<file path="src/rtl/npc_pkg.sv">
// -----------------------------------------------------------------------------
// npc_pkg
//   Shared definitions for the fetch side of the core.
//   - ifu_state_e : IFU state encoding (IDLE, AR, R, OUT)
//   - FAULT_*     : instruction fault codes reported alongside inst
//   - RESP_OKAY   : AXI4-Lite read response value meaning success
// -----------------------------------------------------------------------------
package npc_pkg;

  typedef enum logic [1:0] {
    IFU_IDLE = 2'd0,
    IFU_AR   = 2'd1,
    IFU_R    = 2'd2,
    IFU_OUT  = 2'd3
  } ifu_state_e;

  localparam logic [1:0] FAULT_NONE     = 2'd0;
  localparam logic [1:0] FAULT_ACCESS   = 2'd1;
  localparam logic [1:0] FAULT_MISALIGN = 2'd2;

  localparam logic [1:0] RESP_OKAY = 2'b00;

endpackage

</file>
<file path="src/rtl/ifu_fetch.sv">
// -----------------------------------------------------------------------------
// ifu_fetch
//   Instruction fetch unit. Takes the PC from the PC register, issues a single
//   AXI4-Lite-style read (AR then R) to instruction memory and hands the
//   returned instruction to the decoder over a valid/ready handshake. Only one
//   fetch is ever outstanding. Misaligned PCs are reported without a bus
//   access; a redirect (flush) abandons the current fetch or instruction.
//
// Ports
//   clk, rst                 clock (rising edge), async active-high reset
//   pc, pc_valid             PC to fetch and its qualifier
//   flush                    redirect: abandon current fetch/instruction
//   arvalid/arready/araddr   read address channel
//   rvalid/rready/rdata/rresp read data channel
//   inst_valid/inst_ready    handshake towards the decoder
//   inst, inst_pc, inst_fault instruction, its PC and fault code
// -----------------------------------------------------------------------------
module ifu_fetch
  import npc_pkg::*;
#(
  parameter int WIDTH  = 32,
  parameter int IWIDTH = 32
) (
  input  logic              clk,
  input  logic              rst,
  input  logic [WIDTH-1:0]  pc,
  input  logic              pc_valid,
  input  logic              flush,
  output logic              arvalid,
  input  logic              arready,
  output logic [WIDTH-1:0]  araddr,
  input  logic              rvalid,
  output logic              rready,
  input  logic [IWIDTH-1:0] rdata,
  input  logic [1:0]        rresp,
  output logic              inst_valid,
  input  logic              inst_ready,
  output logic [IWIDTH-1:0] inst,
  output logic [WIDTH-1:0]  inst_pc,
  output logic [1:0]        inst_fault
);

  ifu_state_e        state_reg;
  logic              drop_reg;       // response of an abandoned fetch still due
  logic [WIDTH-1:0]  araddr_reg;
  logic [IWIDTH-1:0] inst_reg;
  logic [WIDTH-1:0]  inst_pc_reg;
  logic [1:0]        fault_reg;
  logic              inst_valid_reg;

  // The bus handshakes are pure state decodes so the channel opens in the
  // very cycle the state is entered.
  assign arvalid    = (state_reg == IFU_AR);
  assign rready     = (state_reg == IFU_R);
  assign araddr     = araddr_reg;
  assign inst_valid = inst_valid_reg;
  assign inst       = inst_reg;
  assign inst_pc    = inst_pc_reg;
  assign inst_fault = fault_reg;

  always_ff @(posedge clk or posedge rst) begin
    if (rst) begin
      state_reg      <= IFU_IDLE;
      drop_reg       <= 1'b0;
      araddr_reg     <= '0;
      inst_reg       <= '0;
      inst_pc_reg    <= '0;
      fault_reg      <= FAULT_NONE;
      inst_valid_reg <= 1'b0;
    end else begin
      case (state_reg)
        IFU_IDLE: begin
          if (pc_valid && !flush) begin
            inst_pc_reg <= pc;
            if (pc[1:0] != 2'b00) begin
              // Misaligned: report straight away, memory is never touched.
              inst_reg       <= '0;
              fault_reg      <= FAULT_MISALIGN;
              inst_valid_reg <= 1'b1;
              state_reg      <= IFU_OUT;
            end else begin
              araddr_reg <= pc;
              state_reg  <= IFU_AR;
            end
          end
        end

        IFU_AR: begin
          // An AR request cannot be withdrawn once raised, so a flush here
          // only marks the eventual response for discarding.
          if (flush) begin
            drop_reg <= 1'b1;
          end
          if (arready) begin
            state_reg <= IFU_R;
          end
        end

        IFU_R: begin
          if (rvalid) begin
            if (drop_reg || flush) begin
              drop_reg  <= 1'b0;
              state_reg <= IFU_IDLE;
            end else begin
              inst_reg       <= (rresp == RESP_OKAY) ? rdata : '0;
              fault_reg      <= (rresp != RESP_OKAY) ? FAULT_ACCESS : FAULT_NONE;
              inst_valid_reg <= 1'b1;
              state_reg      <= IFU_OUT;
            end
          end else if (flush) begin
            drop_reg <= 1'b1;
          end
        end

        IFU_OUT: begin
          // Flush and a decoder handshake both simply retire the instruction.
          if (flush || inst_ready) begin
            inst_valid_reg <= 1'b0;
            state_reg      <= IFU_IDLE;
          end
        end

        default: state_reg <= IFU_IDLE;
      endcase
    end
  end

endmodule

</file>
<file path="config.mk">
export PLATFORM = sky130hd
export DESIGN_NAME = ifu_fetch
export DESIGN_NICKNAME = d
export VERILOG_FILES = /design/src/rtl/npc_pkg.sv /design/src/rtl/ifu_fetch.sv
export SDC_FILE = /design/constraint.sdc
export NUM_CORES = 1
export LEC_CHECK = 0
export ABC_AREA = 1
export BUFFER_PORTS_ARGS = -buffer_cell sky130_fd_sc_hd__buf_2
export CAP_MARGIN = 20
export CORE_ASPECT_RATIO = 1.5
export CORE_MARGIN = 10
export CORE_UTILIZATION = 40
export CTS_BUF_LIST = sky130_fd_sc_hd__clkbuf_8 sky130_fd_sc_hd__clkbuf_16
export CTS_CLUSTER_SIZE = 8
export DETAILED_ROUTE_END_ITERATION = 10
export PLACE_DENSITY = 0.64
export SLEW_MARGIN = 20
export SYNTH_ARGS = -nofsm -noshare
export SYNTH_HDL_FRONTEND = slang
export SYNTH_SLANG_ARGS = --single-unit
</file>
<file path="constraint.sdc">
create_clock -name clk -period 6.9 [get_ports clk]
set_input_delay 0.69 -clock clk [delete_from_list [all_inputs] [get_ports clk]]
set_output_delay 0.69 -clock clk [all_outputs]
set_load 0.01 [all_outputs]
</file>
# Yosys cells after proc, flatten, opt, wreduce, memory -nomap -nowiden
# Cells that the tools add are included.
[totals] register_bits=102 out_inout_bits=101 elab_cells=64
[op_classes] eq_ne=10 muxes=29 n_bitwise=1 reduce_logical=17
[op_table] operator="32-bit 2-to-1 mux" n=5
[op_table] operator="32-bit one-hot mux with 2 select lines" n=1
[op_table] operator="2-bit 2-to-1 mux" n=10
[op_table] operator="2-bit inequality test, second input constant" n=5
[op_table] operator="1-bit 2-to-1 mux" n=9
[op_table] operator="2-bit one-hot mux with 4 select lines" n=1
[op_table] operator="2-bit nonzero test" n=4
[op_table] operator="6-bit AND reduction" n=1
[op_table] operator="5-bit AND reduction" n=1
[op_table] operator="2-bit equality test, second input constant" n=2
[op_table] operator="2-bit zero test" n=2
[op_table] operator="2-bit one-hot mux with 2 select lines" n=1
[op_table] operator="2-bit AND reduction" n=2
[op_table] operator="4-bit AND reduction" n=1
[op_table] operator="3-bit by 2-bit inequality test with 1-bit output, second input constant" n=1
[op_table] operator="1-bit one-hot mux with 3 select lines" n=1
[op_table] operator="3-bit AND reduction" n=1
[op_table] operator="3-bit nonzero test" n=1
[op_table] operator="2-bit by 1-bit equality test with 1-bit output, second input constant" n=1
[op_table] operator="1-bit logical OR" n=2
[op_table] operator="2-bit by 1-bit inequality test with 1-bit output, second input constant" n=1
[op_table] operator="1-bit one-hot mux with 2 select lines" n=1
[op_table] operator="1-bit logical AND" n=1
[op_table] operator="1-bit zero test" n=1
[op_table] operator="1-bit inverter" n=1

# Depth between registers and ports, before layout
[depth] ltp_word=5 mapped_depth=11 ltp_nobuf=9

# Worst setup path after synthesis
# Ideal clock, no wire load.
[synth_timing] path_kind="register to register" startpoint="reg state_reg[0]" endpoint="reg inst_reg[18] (netlist: inst[18])" setup_ps=123 arrival_ps=1421 setup_slack_ps=5356 stages_incl_launch_ff=9 n_path_buf=1 path_cell_list="dfrtp_1 > inv_1 > ha_1 > inv_2 > nand2_1 > nand3_4 > clkbuf_2 > o21ai_0 > nand2_1"
[synth_between] elab_chain_cells=3 elab_cells_between_ends=9 cone_classes="eq/ne (5); mux (1); reduce/logical (3)"
[synth_rtl] element="from (decl)" line_no="ifu_fetch.sv:43" source="ifu_state_e state_reg;"
[synth_rtl] element="from (signal assigned)" line_no="ifu_fetch.sv:63" source="state_reg <= IFU_IDLE;"
[synth_rtl] element="from (signal assigned)" line_no="ifu_fetch.sv:80" source="state_reg <= IFU_OUT;"
[synth_rtl] element="from (signal assigned)" line_no="ifu_fetch.sv:83" source="state_reg <= IFU_AR;"
[synth_rtl] element="2-bit equality test or 2-bit zero test (tied branches)" line_no="ifu_fetch.sv:71" source="case (state_reg)"
[synth_rtl] element="2-bit inequality test (no source line) or 2-bit nonzero test (tied branches)"
[synth_rtl] element="5-bit AND reduction (no source line)"
[synth_rtl] element="to (signal assigned)" line_no="ifu_fetch.sv:105" source="inst_reg <= (rresp == RESP_OKAY) ? rdata : '0;"
[synth_rtl] element="to (decl)" line_no="ifu_fetch.sv:46" source="logic [IWIDTH-1:0] inst_reg;"
# Several ways; a longest one is shown, not always the timed one.
# A chain may end at the register's enable or synchronous reset.

# Worst setup path after layout
[layout_timing] startpoint="reg state_reg[1]" endpoint="reg fault_reg[1] (netlist: inst_fault[1])"
[layout_between] elab_chain_cells=3 elab_cells_between_ends=9 cone_classes="eq/ne (5); mux (1); reduce/logical (3)"
[layout_rtl] element="2-bit equality test or 2-bit zero test (tied branches)" line_no="ifu_fetch.sv:71"
[layout_rtl] element="2-bit inequality test (no source line) or 2-bit nonzero test (tied branches)"
[layout_rtl] element="5-bit AND reduction (no source line)"
[layout_rtl] element="to (signal assigned)" line_no="ifu_fetch.sv:106" source="fault_reg <= (rresp != RESP_OKAY) ? FAULT_ACCESS : FAULT_NONE;"
[layout_rtl] element="to (decl)" line_no="ifu_fetch.sv:48" source="logic [1:0] fault_reg;"
# Several ways; a longest one is shown, not always the timed one.

==> reports/results.tsv <==
stage	metric	value	unit
setup_path	crit end category	register	
setup_path	slowest CP cell	nor2_8	
floorplan	Initial Util	0.4055	
setup_path	Setup CP Type	register to register	
clock_network	CTS buffer count	9	
detailed_routing	vias per cell	4.594	
setup_path	Buf+Inv Stages, Crit Path	2	
timing	unrepaired setup endpoints after global routing	no	
floorplan	# rows	47	
setup_path	CP most frequent cell	nand2_1	
setup_path	crit path DAT	2400	ps
timing	Max-slew headroom	0.3335	
detailed_routing	post-route ant nets	0	
finish	Area Growth Syn to Fin	26.69	%
power_and_ir_drop	clock power share	0.199	
floorplan	Die H	149.0	um
status	outcome	completed	
clock_network	Post-CTS Setup Repair Bufs	0	
detailed_routing	DRC viols	0	
detailed_routing	Wirelength per Cell	14.09	um
global_routing	GRT overflow	0	
setup_path	worst path required time	7170	ps
placement	DP Area	0.005341	mm2
timing	fin crit share	0.3083	
timing	Setup TNS Final	0	ps
power_and_ir_drop	Peak VDD IR	0.2012	mV
clock_network	clock tree root driver cell	clkbuf_16	
floorplan	core footprint	0.01094	mm2
setup_path	worst-path fanout max	35	
placement	IO Port Bufs	173	
clock_network	number of H-tree levels	3	
detailed_routing	metal3 WL	1082	um
global_routing	global-route wire length before repair	19180	um
finish	most frequent cells in the layout	173 x buf_2, 161 x nand2_1, 102 x dfrtp_1, 72 x inv_1, 63 x o21ai_0	
clock_network	cts hold-fix bufs	0	
placement	gpl congestion	0.8236	
clock_network	Clk pin slew, worst setup/hold paths	70	ps
setup_path	worst path cell trace	inv_1, ha_1, inv_2, nand2_1, nand3_4, nor2_8, nand2_1, nand2_1	
power_and_ir_drop	PwrDens	417.9	mW/mm2
detailed_routing	routed via count	3831	
power_and_ir_drop	Internal	1.411	mW
global_routing	initial antenna violation count	0	
timing	final hold violations	0	
clock_network	Worst-Skew Late Latency	330	ps
detailed_routing	routed wire length	11750	um
global_routing	vias in the first global route	3773	
power_and_ir_drop	leakage power	3.421	nW
finish	Final Cell Area	0.005619	mm2
synth	mean post-synth cell area	8.530	um2
timing	final slew viol count	0	
detailed_routing	max layer used	met4	
finish	most common cell after layout, fill and taps aside	buf_2	
synth	Synth Cell Area	0.004436	mm2
power_and_ir_drop	Gate power share	0.393	
synth	synthesized flop and latch total	102	
synth	Synthesized Nets	600	
hold_path	HP Class	input port to async pin	
run	Max-Cap Viols	0	
timing	Final setup viols	0	
synth	post-synthesis sequential area ratio	0.5755	
detailed_routing	M1 WL	5134	um
clock_network	post-cts sizing count	0	
finish	share of cells above drive strength 1	0.2940	
detailed_routing	DR WL met2	5407	um
global_routing	pin count of the biggest net entering global routing	58	
synth	synth top area cells	dfrtp_1 58%, nand2_1 14%, o21ai_0 7.1%	
power_and_ir_drop	switching share of power	0.3990	
finish	# fillers	1090	
detailed_routing	drt initial violations	114	
global_routing	gr usage total	0.1463	
floorplan	Die W	106.0	um
timing	crit path time final	2127	ps
timing	final setup skew	7.675	ps
power_and_ir_drop	Reg power frac	0.408	
synth	Synth top area share	0.5755	
synth	yosys synthesis warning count	0	
setup_path	crit-path max cell delay	490	ps
clock_network	clk sink count	102	
synth	post-synth top area cell	dfrtp_1	
floorplan	Ports	174	
timing	Slew @ Worst Pin	997.4	ps
clock_network	CTS max path bufs	2	
synth	library cells used by synthesis	22	
power_and_ir_drop	switching power summed over all nets	0.9369	mW
finish	nets	762	
detailed_routing	total iterations of the first detailed-routing run	4	
setup_path	critical path startpoint category	register	
timing	FMAX	0.4701	GHz
finish	antenna diode count	0	
synth	cell count after synthesis	520	
clock_network	CTS tree	done	
placement	HPWL Detailed	8964	um
setup_path	CP delay by family, top	simple AND/OR/NAND/NOR gates	
floorplan	die footprint	0.01579	mm2
==> cell families (layout without fill, tap and decap cells) <==
group,after synthesis,count (layout),share of synthesized area
buf+inv,99,266,0.09986
simple gates,218,218,0.1983
compound gates,94,94,0.1066
fa+ha+maj,7,7,0.01975
flops,102,102,0.5755
==> per-layer routing <==
metal  global-route usage  vias up
li1                     -     1907
met1               0.1839     1769
met2               0.2258      143
met3              0.06185       12
met4              0.04008        0
met5                    0        -
==> final timing paths <==
check,slack [ps],from,to,cells past startpoint
hold / removal,430,rst,araddr[0]$_DFFE_PP0P_,2
max in group asynchronous,5360,rst,inst_pc[24]$_DFFE_PP0P_,3
hold reg to reg,470,inst_pc[25]$_DFFE_PP0P_,inst_pc[25]$_DFFE_PP0P_,2
setup reg to reg,4770,state_reg[1]$_DFFE_PP0P_,inst_fault[1]$_DFFE_PP0P_,8
setup / recovery,4770,state_reg[1]$_DFFE_PP0P_,inst_fault[1]$_DFFE_PP0P_,8
min in group clk,470,inst_pc[25]$_DFFE_PP0P_,inst_pc[25]$_DFFE_PP0P_,2
==> power groups by stage <==
stage / clock [mW] / sequential (mW) / combinational [mW]
floorplan: 0 / 1.06 / 0.489
global placement: 0 / 0.965 / 0.922
detailed placement: 0 / 0.964 / 0.947
CTS: 0.482 / 0.958 / 0.947
global route: 0.510 / 0.987 / 1.05
finish: 0.467 / 0.957 / 0.924
==> layout make-up <==
cell class                 instances  area (um2)  share of cell area
sequential                       102        2552              0.4542
multi-input combinational        319        1440              0.2563
timing repair buffer             175       880.8              0.1568
inverter                          75       284.0             0.05055
clock buffer                      10       239.0             0.04253
tap                              147       183.9             0.03273
clock inverter                     6       38.79            0.006903
==> Yosys cell counts <==
cell and instances:
nor2_8 1, clkbuf_1 7, o21ai_0 63, buf_6 8
inv_2 3, inv_1 72, or2_2 1, nand3_1 5
dfrtp_1 102, buf_2 3, nand2_4 1, ha_1 7
nor2_4 1, nand2_1 161, nand2_2 2, clkbuf_2 6
o21ai_1 28, nor2_1 44, o211ai_1 1, nand3_4 1
nor2_2 1, a21oi_1 2
==> stage by stage <==
step / worst slack (ps) / power (mW) / hold slack (ps) / util / std cells
3_5_place_dp: 4700 / 1.912 / 454.2 / 0.4883 / 818
4_1_cts: 4747 / 2.386 / 452.5 / 0.5137 / 834
6_report: 4773 / 2.348 / 434.7 / 0.5137 / 834
5_1_grt: 4525 / 2.545 / 494.7 / 0.5137 / 834
2_1_floorplan: 3535 / 1.550 / 493.9 / - / 520
3_3_place_gp: 4737 / 1.886 / 453.4 / 0.4883 / 818
Note: power is estimated with default switching activity, not from simulation.
